[src/rtl/load_store_unit.sv]
// Load/store unit: one valid/ready data-bus transaction per load or store,
// with store lane steering, load extraction/extension and misalignment trapping.
module load_store_unit (
  input  logic        clk,
  input  logic        rstn,
  input  logic        req,
  input  logic        we,
  input  logic [2:0]  funct3,
  input  logic [31:0] addr,
  input  logic [31:0] wdata,
  output logic [31:0] lsu_rdata,
  output logic        stall,
  output logic        misaligned,
  output logic        bus_valid,
  output logic        bus_we,
  output logic [31:0] bus_addr,
  output logic [3:0]  bus_wstrb,
  output logic [31:0] bus_wdata,
  input  logic        bus_ready,
  input  logic [31:0] bus_rdata
);

  localparam int unsigned XLEN = 32;
  localparam int unsigned NSTRB = XLEN / 8;

  localparam logic [2:0] F3_B  = 3'b000;
  localparam logic [2:0] F3_H  = 3'b001;
  localparam logic [2:0] F3_W  = 3'b010;
  localparam logic [2:0] F3_BU = 3'b100;
  localparam logic [2:0] F3_HU = 3'b101;

  typedef enum logic [1:0] {IDLE, BUSY, DONE} state_t;

  state_t           state_q, state_d;
  logic             we_q;
  logic [2:0]       funct3_q;
  logic [1:0]       off_q;

  logic             illegal_c;
  logic [NSTRB-1:0] wstrb_c;
  logic [XLEN-1:0]  wdata_c;
  logic [XLEN-1:0]  shifted_c;
  logic [XLEN-1:0]  load_c;

  // Legality: size/alignment check plus unsigned codes are loads only
  always_comb begin
    illegal_c = 1'b1;
    case (funct3)
      F3_B:    illegal_c = 1'b0;
      F3_H:    illegal_c = addr[0];
      F3_W:    illegal_c = (addr[1:0] != 2'b00);
      F3_BU:   illegal_c = we;
      F3_HU:   illegal_c = we | addr[0];
      default: illegal_c = 1'b1;
    endcase
  end

  // Store lane steering
  always_comb begin
    wstrb_c = 4'b1111;
    wdata_c = wdata;
    case (funct3[1:0])
      2'b00: begin
        wstrb_c = 4'b0001 << addr[1:0];
        wdata_c = {4{wdata[7:0]}};
      end
      2'b01: begin
        wstrb_c = 4'b0011 << addr[1:0];
        wdata_c = {2{wdata[15:0]}};
      end
      default: begin
        wstrb_c = 4'b1111;
        wdata_c = wdata;
      end
    endcase
  end

  // Load extraction from the latched byte offset
  always_comb begin
    shifted_c = bus_rdata >> {off_q, 3'b000};
    load_c    = bus_rdata;
    case (funct3_q)
      F3_B:    load_c = {{24{shifted_c[7]}}, shifted_c[7:0]};
      F3_BU:   load_c = {24'h000000, shifted_c[7:0]};
      F3_H:    load_c = {{16{shifted_c[15]}}, shifted_c[15:0]};
      F3_HU:   load_c = {16'h0000, shifted_c[15:0]};
      default: load_c = bus_rdata;
    endcase
  end

  // Next-state logic
  always_comb begin
    state_d = state_q;
    case (state_q)
      IDLE:    if (req) state_d = illegal_c ? DONE : BUSY;
      BUSY:    if (bus_ready) state_d = DONE;
      DONE:    state_d = IDLE;
      default: state_d = IDLE;
    endcase
  end

  // State and registered outputs
  always_ff @(posedge clk or negedge rstn) begin
    if (!rstn) begin
      state_q    <= IDLE;
      we_q       <= 1'b0;
      funct3_q   <= 3'b000;
      off_q      <= 2'b00;
      lsu_rdata  <= '0;
      misaligned <= 1'b0;
      bus_valid  <= 1'b0;
      bus_we     <= 1'b0;
      bus_addr   <= '0;
      bus_wstrb  <= '0;
      bus_wdata  <= '0;
    end else begin
      state_q    <= state_d;
      misaligned <= 1'b0;
      case (state_q)
        IDLE: begin
          if (req) begin
            if (illegal_c) begin
              misaligned <= 1'b1;
              lsu_rdata  <= '0;
            end else begin
              we_q      <= we;
              funct3_q  <= funct3;
              off_q     <= addr[1:0];
              bus_valid <= 1'b1;
              bus_we    <= we;
              bus_addr  <= {addr[31:2], 2'b00};
              bus_wstrb <= we ? wstrb_c : 4'b0000;
              bus_wdata <= we ? wdata_c : 32'h0;
            end
          end
        end
        BUSY: begin
          if (bus_ready) begin
            bus_valid <= 1'b0;
            lsu_rdata <= we_q ? 32'h0 : load_c;
          end
        end
        default: ;
      endcase
    end
  end

  // Combinational so the access stalls in the cycle req arrives
  assign stall = rstn & req & (state_q != DONE);

endmodule

[config.mk]
export PLATFORM = sky130hd
export DESIGN_NAME = load_store_unit
export DESIGN_NICKNAME = d
export VERILOG_FILES = /design/src/rtl/load_store_unit.sv
export SDC_FILE = /design/constraint.sdc
export NUM_CORES = 1
export LEC_CHECK = 0
export CAP_MARGIN = 20
export CORE_MARGIN = 5
export CORE_UTILIZATION = 30
export CTS_BUF_LIST = sky130_fd_sc_hd__clkbuf_2 sky130_fd_sc_hd__clkbuf_4 sky130_fd_sc_hd__clkbuf_8
export DETAILED_ROUTE_END_ITERATION = 10
export HOLD_SLACK_MARGIN = 0.06
export PLACE_DENSITY_LB_ADDON = 0.1
export SLEW_MARGIN = 25
export SYNTH_ARGS = -nofsm -noshare
export SYNTH_HDL_FRONTEND = slang
export SYNTH_SLANG_ARGS = --single-unit
[constraint.sdc]
create_clock -name clk -period 2.25 [get_ports clk]
set_input_delay 0.45 -clock clk [delete_from_list [all_inputs] [get_ports clk]]
set_output_delay 0.45 -clock clk [all_outputs]
set_load 0.1 [all_outputs]
==> results of run 1 <==
-- routing by layer --
layer  global-route usage, %  part of all wire [%]
met1                    21.1                    42
met2                    25.9                    48
met3                    5.11                   8.6
met4                    5.70                   1.9
met5                       0                 0.077
-- worst paths after layout --
kind                                 endpoint          from  cells after the start
worst max-delay path            bus_wdata[17]     funct3[0]                      6
worst min-delay path               state_q[1]          rstn                      2
worst max register to register   lsu_rdata[4]      off_q[1]                      5
worst min register to register   bus_wstrb[2]  bus_wstrb[2]                      2
max in group asynchronous       lsu_rdata[20]          rstn                      2
min in group clk                 bus_wstrb[2]  bus_wstrb[2]                      2
-- final cells by class --
cell class,count,area [µm²],area share (%)
well taps,225,282,3.68
inverters,9,33.8,0.441
flip-flops and latches,108,2700,35.3
clock inverters,6,51.3,0.670
repair buffers,233,2080,27.2
clock buffers,10,138,1.80
multi-input cells,367,2370,30.9
-- per-stage QoR --
| stage | setup WS, ns | power (mW) | hold WS (ns) | cells |
|---|---|---|---|---|
| finish | 0.230 | 10.3 | 0.184 | 958 |
| global route | 0.114 | 10.7 | 0.226 | 958 |
| CTS | 0.250 | 10.4 | 0.200 | 958 |
| global placement | -0.168 | 9.14 | 0.464 | 942 |
| detailed placement | -0.192 | 9.18 | 0.474 | 942 |
| floorplan | 0.139 | 7.59 | 0.154 | 520 |
-- registers in the layout, summed over array words and instances, names as in the netlist --
name	cells
misaligned	1
lsu_rdata	32
off_q	2
bus_wdata	32
bus_addr	30
funct3_q	3
bus_wstrb	4
bus_valid	1
state_q	2
we_q	1
-- power by group --
group	switching [mW]	total [mW]	internal, mW
registers	0.382	2.85	2.47
clock network	0.745	1.20	0.457
logic	4.72	6.25	1.52
-- logic make-up (layout without fill, tap and decap cells) --
| kind of cell | count (synthesis) | after routing |
|---|---|---|
| buffers and inverters | 45 | 258 |
| DFF | 108 | 108 |
| AOI/OAI and AO/OA | 109 | 109 |
| muxes | 71 | 71 |
| and+or+nand+nor | 185 | 185 |
| other | 1 | 2 |
-- synth_stat cells, types with 3 or more instances --
cell type,n
buf_6,4
buf_2,6
mux2_4,36
nand4_1,7
and2_1,8
nor2_1,15
clkbuf_1,19
mux2i_1,17
o21ai_1,5
o21ai_0,64
dfrtp_1,108
nor2b_1,4
buf_1,3
nand2_1,138
nand2b_1,5
o211ai_1,16
mux2_2,18
buf_4,4
inv_1,9
a22o_1,4
a21oi_1,9
-- cell usage in the layout (no fill, tap or decap), types with 2 or more instances in the layout --
master           Yosys  layout
a21oi_1              9       8
a22o_1               4       4
and2_1               8       8
and3_1               2       2
buf_12               0       6
buf_4                4     125
clkbuf_8             0      10
clkdlybuf4s50_1      0     102
conb_1               1       2
dfrtp_1            108     108
inv_1                9       9
inv_6                0       4
mux2_2              18      18
mux2_4              36      36
mux2i_1             17      17
nand2_1            138     138
nand2b_1             5       5
nand4_1              7       7
nor2_1              15      15
nor2b_1              4       4
o211ai_1            16      16
o21ai_0             64      64
o21ai_1              5       5
o2bb2ai_1            2       2
-- critical path, delay by kind of cell --
kind            cells  cell delay (ns)
compound gates      2             0.35
buf+inv             2             0.76
simple gates        2             0.68
==> metrics, run 1 <==
main flop type after synthesis dfrtp_1; clk slew on worst S/H paths approximately 0.11 ns; Nets between 800 and 900; postcts setup bufs 0; total core area 0.0172 mm²; status complete, no violations; register area share after synthesis around 50%; vias in the first global route approximately 4600; Syn Inst Count 519; WL/cell roughly 18 µm; #FFs+latches synth approximately 110; final setup vio count 0; via count ~4500; final hold violation count 0; GPL Wtd Cong about 0.84; worst path arrival time about 2.3 ns; GRT overflow 0; first-pass GRT wire length approximately 26000 µm; Syn. warnings 0; I/O Pins 208; Synth Area in Adders 0%; Yosys cell types 38; first-iteration detailed-routing DRC count ~190; Yosys top cell area share between 50% and 60%; Setup CP Type input pin to flip-flop; Hold Buf Count CTS 0; Num CTS Buffers 9; DRT Wirelength 16800 µm; fraction of registers with async set/reset 100%; fillers around 1600; Slowest-stage cell, CP or4_4; Rows 48; Hold Crit Class input pin to asynchronous set/reset pin; pin count of the biggest net entering global routing roughly 110; Clk Latency, worst-skew pair around 0.4 ns; Peak VDD IR about 0.0007 V; Leak 3.64 nW; Die Ht 142 µm; cts repair resizes 0; Area after DPL roughly 0.0075 mm²; top post-synthesis cells by area dfrtp_1 (51%), mux2_4 (10%), nand2_1 (9.8%); Setup TNS 0 ns; Slew @ Worst Pin between 0.5 and 0.6 ns; Num Clock Sinks ~110; Post-synth EDFFs 0; Mapped Area 0.00526 mm²; Rel. slew slack between 60% and 70%; H-tree depth 3; GR Util All Layers between 15 and 20%; Final Core Density roughly 44%; Die Wd between 100 and 150 µm; period utilisation layout roughly 90%; Compound-Gate Fraction of Synth Area around an eighth; layout cell share with drive strength beyond 1 ~28%; DP HPWL approximately 13000 µm; clk buf depth 2; post-synthesis xor/xnor area fraction 0%; layout overhead on the synthesized area 45.4%; Starting Density just over 30%; CP startpoint kind input pin; vias per inst about 4.7; Slew Limit Fails 0; Max Clk Rate between 0.4 and 0.5 GHz; mux share of post-synthesis cell area between 15 and 20%; max_cap viols 0; # diodes 0; die footprint about 0.020 mm²; RSZ-0062 raised after global routing false; post-route minimum period 2.02 ns; # DRC 0; I/O Buffers ~200; largest family of logic cells by synthesized area multiplexers; Worst Setup End Kind flip-flop; Critical Path Fanout Max 64; CP max stage delay between 0.5 and 0.6 ns; Yosys top cell by area dfrtp_1; reg2reg setup slack approximately 0.44 ns; first-pass detailed-route iteration total 4; design area 0.00765 mm²; synthesized-area fraction occupied by and/or/nand/nor cells roughly 15%; Worst EP required 2.50 ns; Synth Area per Inst approximately 10 µm²; root cell of the clock tree clkbuf_8; clock skew roughly 0.014 ns; CTS tree yes; Power Dens Cells roughly 1300 mW/mm²; initial antenna violation count 1; DRT antenna net count 0; worst path cell trace clkdlybuf4s50_1 -> or4_4 -> a21bo_4 -> buf_4 -> nand2_1 -> o21ai_0
No activity file was read; power rests on OpenSTA's default activity.
==> run 2, diff against run 1 <==
--- a/config.mk
+++ b/config.mk
@@ -12,6 +12,7 @@
 export DETAILED_ROUTE_END_ITERATION = 10
 export HOLD_SLACK_MARGIN = 0.06
 export PLACE_DENSITY_LB_ADDON = 0.1
+export SKIP_LAST_GASP = 1
 export SLEW_MARGIN = 25
 export SYNTH_ARGS = -nofsm -noshare
 export SYNTH_HDL_FRONTEND = slang
==> results of run 2 <==
The final DEF is identical to that of run 1; final timing and power are the same.
